===== config.mk =====
export PLATFORM = sky130hd
export DESIGN_NAME = jk_excitation_driver
export DESIGN_NICKNAME = d
export VERILOG_FILES = /design/src/rtl/jk_excitation_driver_pkg.sv /design/src/rtl/jk_excitation_driver_excitation.sv /design/src/rtl/jk_excitation_driver.sv
export SDC_FILE = /design/constraint.sdc
export NUM_CORES = 1
export LEC_CHECK = 0
export CORE_MARGIN = 3
export CORE_UTILIZATION = 59
export CTS_CLUSTER_DIAMETER = 150
export CTS_CLUSTER_SIZE = 16
export DETAILED_ROUTE_END_ITERATION = 8
export DONT_BUFFER_PORTS = 1
export PLACE_DENSITY = 0.8
export SLEW_MARGIN = 20
export SYNTH_ARGS = -nofsm -noshare
export SYNTH_HDL_FRONTEND = slang
export SYNTH_SLANG_ARGS = --single-unit

===== constraint.sdc =====
create_clock -name clk -period 1.9 [get_ports clk]
set_input_delay 0.285 -clock clk [delete_from_list [all_inputs] [get_ports clk]]
set_output_delay 0.285 -clock clk [all_outputs]
set_load 0.01 [all_outputs]

===== src/rtl/jk_excitation_driver_pkg.sv =====
`default_nettype none
// ============================================================================
// Module   : jk_excitation_driver_pkg
// Purpose  : Shared definitions for the JK excitation driver: FSM state
//            encoding and don't-care resolution policy constants.
// Contents : jk_state_e (2-bit state enum), DC_ZERO / DC_TOGGLE policies.
// Revision : 1.0 - initial release
// ============================================================================
package jk_excitation_driver_pkg;

  localparam int STATE_W = 2;

  // Don't-care resolution for the excitation table.
  //   DC_ZERO   : x -> 0, giving set/reset style drive (hold where possible)
  //   DC_TOGGLE : x -> 1, giving toggle style drive
  localparam int DC_ZERO   = 0;
  localparam int DC_TOGGLE = 1;

  typedef enum logic [STATE_W-1:0] {
    S_IDLE  = 2'd0,
    S_DRIVE = 2'd1,
    S_WAIT  = 2'd2,
    S_CHECK = 2'd3
  } jk_state_e;

endpackage
`default_nettype wire


===== src/rtl/jk_excitation_driver_excitation.sv =====
`default_nettype none
// ============================================================================
// Module   : jk_excitation
// Purpose  : Single-bit JK excitation table. Given the present flip-flop
//            output and the desired next state, produce the J/K inputs.
// Ports    : q      - present flip-flop output
//            target - desired next state
//            policy - don't-care resolution (0: x->0, 1: x->1)
//            j, k   - resolved excitation
// Revision : 1.0 - initial release
// ============================================================================
module jk_excitation (
  input  logic q,
  input  logic target,
  input  logic policy,
  output logic j,
  output logic k
);

  // When q = 0 only J matters (it must equal target); K is free.
  // When q = 1 only K matters (it must equal !target); J is free.
  // The free term takes the policy value.
  assign j = q ? policy  : target;
  assign k = q ? ~target : policy;

endmodule
`default_nettype wire


===== src/rtl/jk_excitation_driver.sv =====
`default_nettype none
// ============================================================================
// Module   : jk_excitation_driver
// Purpose  : Drives a bank of JK flip-flops toward a requested target word.
//            A target is accepted over valid/ready, J/K excitation is derived
//            from the bank's present outputs, the bank is strobed once, and
//            after a settle period the bank feedback is compared to target.
// Ports    : clk, rst                 - clock, async active-high reset
//            in_valid/in_ready/in_target - target handshake
//            q_fb                     - Q outputs of the driven bank
//            j, k, jk_en              - bank excitation and clock enable
//            busy                     - transaction in progress
//            done, err, err_mask      - completion pulse and check result
// Revision : 1.0 - initial release
// ============================================================================
module jk_excitation_driver
  import jk_excitation_driver_pkg::*;
#(
  parameter int WIDTH         = 4,
  parameter int SETTLE_CYCLES = 1,
  parameter int DC_POLICY     = DC_ZERO
) (
  input  logic             clk,
  input  logic             rst,
  input  logic             in_valid,
  output logic             in_ready,
  input  logic [WIDTH-1:0] in_target,
  input  logic [WIDTH-1:0] q_fb,
  output logic [WIDTH-1:0] j,
  output logic [WIDTH-1:0] k,
  output logic             jk_en,
  output logic             busy,
  output logic             done,
  output logic             err,
  output logic [WIDTH-1:0] err_mask
);

  localparam int   CNT_W  = (SETTLE_CYCLES > 1) ? $clog2(SETTLE_CYCLES) : 1;
  localparam logic POLICY = (DC_POLICY == DC_TOGGLE);

  jk_state_e        state;
  logic [CNT_W-1:0] settle_cnt;
  logic [WIDTH-1:0] target_q;
  logic [WIDTH-1:0] j_next;
  logic [WIDTH-1:0] k_next;
  logic [WIDTH-1:0] check_diff;

  // Excitation is computed from the live feedback and the incoming target so
  // that the registered J/K reflect q_fb as sampled on the accepting edge.
  generate
    for (genvar i = 0; i < WIDTH; i++) begin : g_bit
      jk_excitation u_exc (
        .q      (q_fb[i]),
        .target (in_target[i]),
        .policy (POLICY),
        .j      (j_next[i]),
        .k      (k_next[i])
      );
    end
  endgenerate

  assign check_diff = q_fb ^ target_q;

  // Ready must drop the instant reset is asserted, so it is not registered.
  assign in_ready = (state == S_IDLE) && !rst;
  assign busy     = !in_ready && !rst;

  always_ff @(posedge clk or posedge rst) begin
    if (rst) begin
      state      <= S_IDLE;
      settle_cnt <= '0;
      target_q   <= '0;
      j          <= '0;
      k          <= '0;
      jk_en      <= 1'b0;
      done       <= 1'b0;
      err        <= 1'b0;
      err_mask   <= '0;
    end else begin
      // done and err are single-cycle; err_mask is held until the next check.
      done <= 1'b0;
      err  <= 1'b0;
      case (state)
        S_IDLE: begin
          if (in_valid) begin
            target_q <= in_target;
            j        <= j_next;
            k        <= k_next;
            jk_en    <= 1'b1;
            state    <= S_DRIVE;
          end
        end
        S_DRIVE: begin
          // The bank updates on this edge; return J/K to hold afterwards.
          jk_en      <= 1'b0;
          j          <= '0;
          k          <= '0;
          settle_cnt <= '0;
          state      <= (SETTLE_CYCLES == 0) ? S_CHECK : S_WAIT;
        end
        S_WAIT: begin
          if (settle_cnt == CNT_W'(SETTLE_CYCLES - 1)) begin
            state <= S_CHECK;
          end else begin
            settle_cnt <= settle_cnt + CNT_W'(1);
          end
        end
        S_CHECK: begin
          err_mask <= check_diff;
          err      <= |check_diff;
          done     <= 1'b1;
          state    <= S_IDLE;
        end
        default: begin
          state <= S_IDLE;
        end
      endcase
    end
  end

endmodule
`default_nettype wire

==> results.json <==
{
  "status": "finished, violations left",
  "failing_checks": "hold timing",
  "gp_congestion": 0.777,
  "synth.largest_area_cell": "dfrtp_1",
  "numCtsBuffers": 3,
  "grt_pass1_wl_um": 2800,
  "rrSetupSlack_ns": 0.29,
  "critical_path.startpoint_type": "flop",
  "postSynthRegisterBits": 21,
  "critical_path.startpoint": "state[0]$_DFFE_PP0P_",
  "dr.first_iter.drc_count": 14,
  "share_of_the_synthesized_area_in_the_top_cell_type_pct": 55.6,
  "p_int_mw": 0.989,
  "cp-end-kind": "output pin",
  "cts_setup_buffers": 0,
  "die_area_um2": 2120,
  "crit_type": "reg -> out",
  "layout_worst_path_cycle_share_pct": 90.2,
  "fmax_ghz": 0.584,
  "post_cts_resize_count": 0,
  "final_common_cell": "dfrtp_1",
  "initial_core_util_pct": 67.6,
  "p_switching_mw": 0.626,
  "worst-slew-pin-transition_ns": 0.735,
  "report.final.hold_viol_count": 21,
  "drt_first_pass_iters": 4,
  "dpl.hpwl_um": 1270,
  "number_of_design_rule_violations_left_after_detail_routing": 0,
  "hold_slack_ns": -0.0261,
  "part_of_the_power_in_registers_pct": 52.0,
  "antenna_found_initial": 0,
  "yosysSeqAreaShare_pct": 55.6,
  "reg2regPathDepth": 4,
  "clock_sink_count": 21,
  "syn-cell-area_um2": 946,
  "setup-violations-final": 0,
  "grt_pass1_vias": 609,
  "rr_startpoint": "state[0]$_DFFE_PP0P_",
  "synthesis_warning_total": 0,
  "number_of_rows_in_the_core_area": 13,
  "vdd_ir_drop_max_uv": 901,
  "core-area_um2": 1400,
  "finalWorstPathRequiredPeriod_ns": 1.71,
  "finClkSkew_ns": 0.00405,
  "sw_share_pct": 38.8,
  "ctsHtreeMaxLevel": 1,
  "detail_route.wl_per_cell_um": 17.5,
  "cp.required_ns": 1.62,
  "nNetsFinal": 99,
  "port_buffers": 0,
  "netlist-cell-type-count": 19,
  "most-common-layout-cells": "dfrtp_1, inv_1, o21ai_0",
  "power_density_nw_per_um2": 1630,
  "detail_route.vias_per_cell": 5.97,
  "hold_class": "in -> async",
  "worst_skew_pair.late_latency_ns": 0.31,
  "drtAntennaViolNets": 0,
  "top_level_port_count": 28,
  "cts_tree": "built",
  "comb_power_share_pct": 34.6,
  "synth_cells": 80,
  "num-fill-cells": 97,
  "worstReg2RegEnd": "state[1]$_DFFE_PP0P_",
  "die_height_um": 46.0,
  "max_cap_violations": 0,
  "critPathCapture": "in_ready",
  "critPathMaxFanout": 13,
  "slew_violations": 0,
  "grt_overflow_total": 0,
  "clock_power_share_pct": 13.4,
  "leading_cell_types_by_total_area_after_synthesis": "dfrtp_1, ha_1, mux2_2, a32o_1, o21ai_0",
  "postSynthNetCount": 95,
  "totalWireLength_um": 1710,
  "finalPower_mw": 1.61,
  "syn_to_final_growth_pct": 4.63,
  "post_route_cells_drive_above_1_share_pct": 15.7,
  "worstPathArrival_ns": 1.43,
  "p_leak_nw": 0.486,
  "syn_area_per_cell_um2": 11.8,
  "postCtsHoldBufs": 0,
  "root_cell_of_the_clock_tree": "clkbuf_4",
  "chipWidth_um": 46.0,
  "num_vias": 585,
  "max-slew-margin-rel_pct": 51.0,
  "fin_setup_tns_ns": 0,
  "gr_util_all_layers_pct": 19.7,
  "setup_repair_after_global_routing_missed_its_margin": "false",
  "clkSlewWorstSetupHoldPaths_ns": 0.12,
  "pin_count_of_the_biggest_net_entering_global_routing": 22,
  "diodes": 0,
  "cts_buffer_depth": 2
}
-- sequential cells by signal, summed over array words and instances, names as in the netlist --
register,flops
state,2
j,4
done,1
jk_en,1
err_mask,4
target_q,4
k,4
err,1
-- metrics by stage --
stage	utilization, %	setup slack [ns]	hold slack (ns)	instances	area [um^2]
2_1_floorplan	-	0.512	0.262	80	946
3_3_place_gp	68.6	0.297	0.346	94	960
3_5_place_dp	68.6	0.219	0.340	94	960
4_1_cts	70.6	0.0881	0.000344	98	987
5_1_grt	70.8	0.0959	0.0223	98	990
6_report	70.8	0.186	-0.0261	98	990
-- worst min-delay path by stage --
stage | start | to | slack [ns] | cells after the start
6_report | rst | jk_en$_DFFE_PP0P_ | -0.03 | 1
5_1_grt | rst | k[3]$_DFFE_PP0P_ | 0.02 | 1
4_1_cts | rst | jk_en$_DFFE_PP0P_ | 0.0003 | 1
3_5_place_dp | rst | jk_en$_DFFE_PP0P_ | 0.34 | 1
3_3_place_gp | rst | jk_en$_DFFE_PP0P_ | 0.35 | 1
2_1_floorplan | rst | done$_DFF_PP0_ | 0.26 | 1
-- layer usage --
layer  up-vias  wire (um)  GRT usage (%)
met5         -          0              0
met4         0         25           10.2
met3         4        147           6.72
met2        23        800           29.7
met1       280        740           24.9
li1        278          -              -
-- cell usage after synthesis (all sizes together) --
cell,count
dfrtp,21
inv,8
o21ai,8
mux2,7
nand2,7
a32o,4
ha,4
nand4b,4
nor2,4
xor2,4
nor2b,3
a21oi,1
and2,1
and2b,1
buf,1
o41a,1
or2,1
-- cells by family after synthesis --
logic type	Yosys count	synth area share, %
compound gates	14	10.2
flops	21	55.6
fa+ha+maj	4	5.29
buf+inv	9	3.70
simple gates	21	13.2
xor+xnor	4	3.70
mux	7	8.33
-- power by group through the flow --
stage	clock network [mW]	logic, mW	registers (mW)
6_report	0.216	0.558	0.840
5_1_grt	0.242	0.644	0.867
4_1_cts	0.221	0.558	0.843
3_5_place_dp	0	0.552	0.854
3_3_place_gp	0	0.527	0.844
2_1_floorplan	0	0.458	0.814
-- layout make-up --
type                    instances  area [um^2]  area share [%]
flip-flops and latches         21          526            53.1
multi-input cells              50          388            39.2
inverters                       8         30.0            3.03
clock buffers                   3         22.5            2.28
well taps                      15         18.8            1.90
clock inverters                 1         5.00           0.506
-- critical path: stages, from the launching register on --
cell     delay (ns)
dfrtp_1        0.44
inv_1          0.10
ha_2           0.31
nor2b_1        0.26
Power figures use the tool's default switching activity.
